`src/rtl/wave_player.sv`:
```
// Wave-table sink: captures the initializer's sample stream into a RAM, then
// plays it back to the DAC path under a DDS phase accumulator.
module wave_player #(
    parameter int DATA_W  = 9,
    parameter int ADDR_W  = 8,
    parameter int PHASE_W = 24
) (
    input  logic               clk,
    input  logic               rst,
    input  logic [DATA_W-1:0]  data,
    input  logic               data_v,
    input  logic               initialized,
    input  logic               run,
    input  logic [PHASE_W-1:0] freq_word,
    output logic [DATA_W-1:0]  sample,
    output logic               sample_v,
    output logic               loaded,
    output logic               error
);

    localparam int DEPTH = 2 ** ADDR_W;

    localparam logic [1:0] S_LOAD = 2'd0;
    localparam logic [1:0] S_PLAY = 2'd1;
    localparam logic [1:0] S_ERR  = 2'd2;

    logic [1:0]         state;
    logic [ADDR_W:0]    wr_cnt;
    logic [PHASE_W-1:0] phase;
    logic [DATA_W-1:0]  mem [DEPTH];

    logic               wr_en_p0;
    logic               full_p0;
    logic [ADDR_W:0]    wr_cnt_nxt_p0;
    logic               rd_en_p0;
    logic [ADDR_W-1:0]  rd_addr_p0;

    // wr_cnt never exceeds DEPTH, so its top bit alone flags a full table
    assign full_p0       = wr_cnt[ADDR_W];
    assign wr_en_p0      = (state == S_LOAD) && data_v && !full_p0;
    assign wr_cnt_nxt_p0 = wr_cnt + {{ADDR_W{1'b0}}, wr_en_p0};
    assign rd_en_p0      = (state == S_PLAY) && run;
    assign rd_addr_p0    = phase[PHASE_W-1 -: ADDR_W];

    always_ff @(posedge clk) begin
        if (wr_en_p0)
            mem[wr_cnt[ADDR_W-1:0]] <= data;
    end

    // ---- stage p0 -> p1: RAM read register doubles as the output sample
    always_ff @(posedge clk or posedge rst) begin
        if (rst) begin
            sample <= '0;
        end else if (rd_en_p0) begin
            sample <= mem[rd_addr_p0];
        end
    end

    always_ff @(posedge clk or posedge rst) begin
        if (rst) begin
            state    <= S_LOAD;
            wr_cnt   <= '0;
            phase    <= '0;
            sample_v <= 1'b0;
            loaded   <= 1'b0;
            error    <= 1'b0;
        end else begin
            case (state)
                S_LOAD: begin
                    wr_cnt   <= wr_cnt_nxt_p0;
                    sample_v <= 1'b0;
                    // initialized is judged against the count including this cycle's write
                    if (data_v && full_p0) begin
                        state <= S_ERR;
                        error <= 1'b1;
                    end else if (initialized) begin
                        if (wr_cnt_nxt_p0[ADDR_W]) begin
                            state  <= S_PLAY;
                            loaded <= 1'b1;
                        end else begin
                            state <= S_ERR;
                            error <= 1'b1;
                        end
                    end
                end
                S_PLAY: begin
                    sample_v <= run;
                    if (run)
                        phase <= phase + freq_word;
                end
                S_ERR: begin
                    sample_v <= 1'b0;
                    loaded   <= 1'b0;
                    error    <= 1'b1;
                end
                default: begin
                    state    <= S_ERR;
                    sample_v <= 1'b0;
                    loaded   <= 1'b0;
                    error    <= 1'b1;
                end
            endcase
        end
    end

endmodule

```
`config.mk`:
```
export PLATFORM = sky130hd
export DESIGN_NAME = wave_player
export DESIGN_NICKNAME = d
export VERILOG_FILES = /design/src/rtl/wave_player.sv
export SDC_FILE = /design/constraint.sdc
export NUM_CORES = 2
export LEC_CHECK = 0
export CAP_MARGIN = 20
export CORE_UTILIZATION = 25
export DETAILED_ROUTE_END_ITERATION = 8
export HOLD_SLACK_MARGIN = 0.06
export PLACE_DENSITY = 0.38
export RECOVER_POWER = 50
export SETUP_SLACK_MARGIN = 0.02
export SYNTH_ARGS = -nofsm -noshare
export SYNTH_HDL_FRONTEND = slang
export SYNTH_SLANG_ARGS = --single-unit
```
`constraint.sdc`:
```
create_clock -name clk -period 5.75 [get_ports clk]
set_input_delay 1.15 -clock clk [delete_from_list [all_inputs] [get_ports clk]]
set_output_delay 1.15 -clock clk [all_outputs]
set_load 0.02 [all_outputs]
```
# After elaboration in Yosys (flattened, before gate mapping)
# Memory sizes are Yosys's and may differ from the RTL's. A register that Yosys moved wholly into a read port is not among the register bits.
# Cells that the tools add are included.
# totals
mem_bits_rw	2304
regBits	38
latchBits	0
elab_cells	44
memories	1
rom_bits	0
# op_classes
mul	0
reduce_logical	11
addsub	2
bitwise	2
n_shift	0
div_mod_pow	0
order_cmp	0
muxes	15
eq_ne	7
# mem_list
memory	depth	word_bits	rd	rd_clocked_by_memory_dff	wr	line	source
mem	256	9	1	1	1	30	logic [DATA_W-1:0] mem [DEPTH];
# ops
cell	count
$add 24x24->24	1
$add 9x1->9	1
$mux 1	9
$mux 2	3
$ne 2x2->1 const B	3
$ne 3x2->1 const B	2
$logic_and 1x1->1	4
$pmux 1 s2	2
$pmux 2 s2	1
$reduce_and 2->1	2
$reduce_and 4->1	1
$reduce_and 3->1	1
$eq 2x1->1 const B	1
$eq 2x2->1 const B	1
$logic_not 2->1	1
$not 1->1	2
$reduce_or 2->1	1
$logic_not 1->1	1

# Longest topological paths before layout
# logic_depth
ltp_word	8
depth_mapped	13
ltp_nobuf	11

# Worst setup path before layout
# OpenSTA, ideal clock, no wires.
# synth_path
kind	input to register
start	input freq_word[0]
end	register phase[20]
path_buffers	0
arrival_ps	3612
stages	11
setup_slack_ps	2069
setup_time_ps	69
path_cell_list	ha_1 -> inv_1 -> fa_1 -> nor2b_1 -> o31a_1 -> o21ai_0 -> o21ai_0 -> a211oi_1 -> o211a_1 -> or4b_2 -> nand3_1
# synth_between
elab_chain_len	1
# synth_rtl
element	line	source
from (decl)	14	input logic [PHASE_W-1:0] freq_word,
$add 24x24->24	89	phase <= phase + freq_word;
to (signal assigned)	89	
to (decl)	29	logic [PHASE_W-1:0] phase;
# No other way between the ends.
# A chain may end at the register's enable or synchronous reset.

# Final worst setup path
# layout_path
start	input data[8]
end	memory mem[39][8], data pin
# layout_lines
element	line	source
from (decl)	10	input logic [DATA_W-1:0] data,
to (decl)	30	
# Straight into the memory's write port.

==> results_dict.tcl <==
set metrics [dict create \
    syn_nets 4729 \
    start_util 0.251 \
    power.switching_mw 11.6 \
    drive_above_1_share 0.187 \
    violations "max-capacitance violations, max-slew violations" \
    cpPeakStageDelay_ns 3.26 \
    p_per_area_nw_per_um2 397 \
    hp-class "reg -> reg" \
    synth-main-ff-cell "edfxtp_1" \
    arrival_ns 5.31 \
    synthCells 4663 \
    clock_skew_ns 0.0432 \
    switching_share 0.272 \
    synth_seq_cells 2351 \
    syn_avg_cell_area_um2 19.7 \
    post-route-period-util 0.839 \
    drc 0 \
    combPwrFrac 0.166 \
    clk_latency_ns 0.87 \
    synth.most_common_cell "edfxtp_1" \
    grt_usage 0.145 \
    cts_made_buffers 273 \
    drt_pass1_iterations 7 \
    tns_ns 0 \
    power_frac_seq 0.450 \
    tightest_slew_ns 4.94 \
    core-area_um2 366000 \
    grt_pass1_vias 47500 \
    relSlewSlack -2.29 \
    ctsResizeCount 0 \
    rsz0062_at_grt "no" \
    total_power_mw 42.6 \
    internal_power_mw 31.0 \
    max_freq_mhz 207 \
    ys_seq_area_frac 0.766 \
    dieArea_um2 370000 \
    cts_root_buffer "clkbuf_16" \
    post_cts_buffers 0 \
    rrSetupSlack_ns 1.41 \
    synth_top_area_frac 0.753 \
    required_ns 6.23 \
    yosys.area.top_type "edfxtp_1" \
    netlist_area_um2 91900 \
    grt_max_degree 171 \
    path_cells "clkbuf_1 > buf_12" \
    placed_area_um2 99400 \
    layout_min_cycle_time_ns 4.82 \
    p_leak_nw 32.1 \
    place.gp.congestion 0.767 \
    synth_common_cells "2304 x edfxtp_1, 469 x mux2i_1, 356 x mux4_2" \
    dp_hpwl_um 167000 \
    wire_per_inst_um 27.4 \
    final_antenna_net_count 0 \
    async_reset_ff_frac 0.0200 \
    slowest_stage "clkbuf_1" \
    overflow 0 \
    cts_tree "done" \
    htree_num_levels 5 \
    max_cap_violations 22 \
    stdcell_area_um2 107000 \
    io_buffers 49 \
    cp_top_family "buffers and inverters" \
    finalMaxSlewViolations 1466 \
    finalWirelength_um 273000 \
    finalHoldViolations 0 \
    irDropWorstVdd_v 0.000186 \
    synth_area_leaders "edfxtp_1 75%, mux4_2 8.7%, mux2i_1 5.1%, a22oi_1 1.5%, dfrtp_1 1.3%" \
    clk_pin_slew_worst_paths_ns 0.06 \
    vias_per_cell 4.61 \
    setup_viol 0 \
    grt_pass1_wl_um 382000 \
    area_growth_pct 17.0 \
    cts.sinks 2351 \
    fin_nets 5023 \
    synthDistinctLibCells 60 \
    yosys_warnings 0 \
    ios 50 \
    cp-end-kind "flip-flop" \
    die_h_um 608 \
    die_w_um 608 \
    cp_max_fo 170 \
    outcome "complete, but fails checks" \
    antenna_found_initial 14 \
    path_class "in -> reg" \
    cts_buffer_depth 4 \
    synth_edf_count 2304 \
    vias 45900 \
    postCtsHoldBufs 0 \
    rows 222 \
    cp_num_buf_inv 2 \
    clkPwrFrac 0.385 \
    start_kind "input port" \
    hold_slack_ns 0.458 \
    drt_iter0_markers 3893 \
]
[per-layer routing]
layer,global-route usage,part of all wire
met1,0.204,0.46
met2,0.236,0.48
met3,0.0183,0.040
met4,0.0348,0.025
met5,0,0
[cell usage in the layout (no fill, tap or decap), types with 21 or more instances in the layout]
cell type        synthesis  final
a21oi_1                 43     43
a221oi_1                91     91
a22oi_1                178    178
a31oi_1                 41     41
buf_4                   16    201
clkbuf_1               109     88
clkbuf_16                0    280
clkdlybuf4s50_1          0     39
clkinv_1                 1     56
clkinv_2                 0     25
dfrtp_1                 47     43
edfxtp_1              2304   2304
ha_1                    27     27
mux2i_1                469    469
mux4_2                 356    356
nand2_1                150    150
nand3_1                 44     44
nor2_1                 291    288
nor2b_1                 27     21
o21ai_0                 32     32
o22ai_1                 72     72
[power groups by stage]
| stage | Sequential [mW] | Clock, mW | Combinational (mW) |
|---|---|---|---|
| after floorplan | 19.3 | 0 | 4.28 |
| after global placement | 19.5 | 0 | 7.26 |
| after detailed placement | 19.5 | 0 | 7.24 |
| after CTS | 19.1 | 16.8 | 7.26 |
| after global routing | 19.2 | 17.4 | 7.52 |
| final | 19.2 | 16.4 | 7.06 |
[layout make-up]
class                      count  area [um2]
multi-input combinational   2016       20200
sequential                  2351       70400
inverter                      18        67.6
timing repair buffer         297        2610
fill                       35700      258000
antenna                        5        12.5
clock buffer                 352        7290
tap                         4816        6030
clock inverter               116         921
[cells by family after synthesis]
family / synth area share
AND/OR/NAND/NOR: 0.0273
XOR/XNOR: 0.00229
multiplexers: 0.142
adder cells (fa/ha/maj): 0.00389
AO/OA/AOI/OAI: 0.0428
flip-flops: 0.766
buffers and inverters: 0.0156
[sequential cells by signal, indices dropped and copies added, names as in the netlist]
signal    cells
error         1
loaded        1
mem        2304
phase        24
sample        9
sample_v      1
state         2
wr_cnt        9
[path summary, 6_finish.rpt]
kind / cells after the start / startpoint / endpoint
worst max-delay path: 2 / data[8] / mem[39][8]
worst min-delay path: 1 / error / error
worst max register to register: 7 / phase[16] / sample[8]
worst min register to register: 1 / error / error
max in group asynchronous: 3 / rst / wr_cnt[0]
min in group asynchronous: 2 / rst / phase[12]
[through the flow]
step | cells | setup slack [ns] | utilization
2_1_floorplan | 4663 | 2.07 | -
3_3_place_gp | 9489 | 1.08 | 0.271
3_5_place_dp | 9496 | 1.17 | 0.272
4_1_cts | 9964 | 1.27 | 0.294
5_1_grt | 9969 | 0.626 | 0.294
6_report | 9971 | 0.927 | 0.294
No activity file was read; power rests on OpenSTA's default activity.
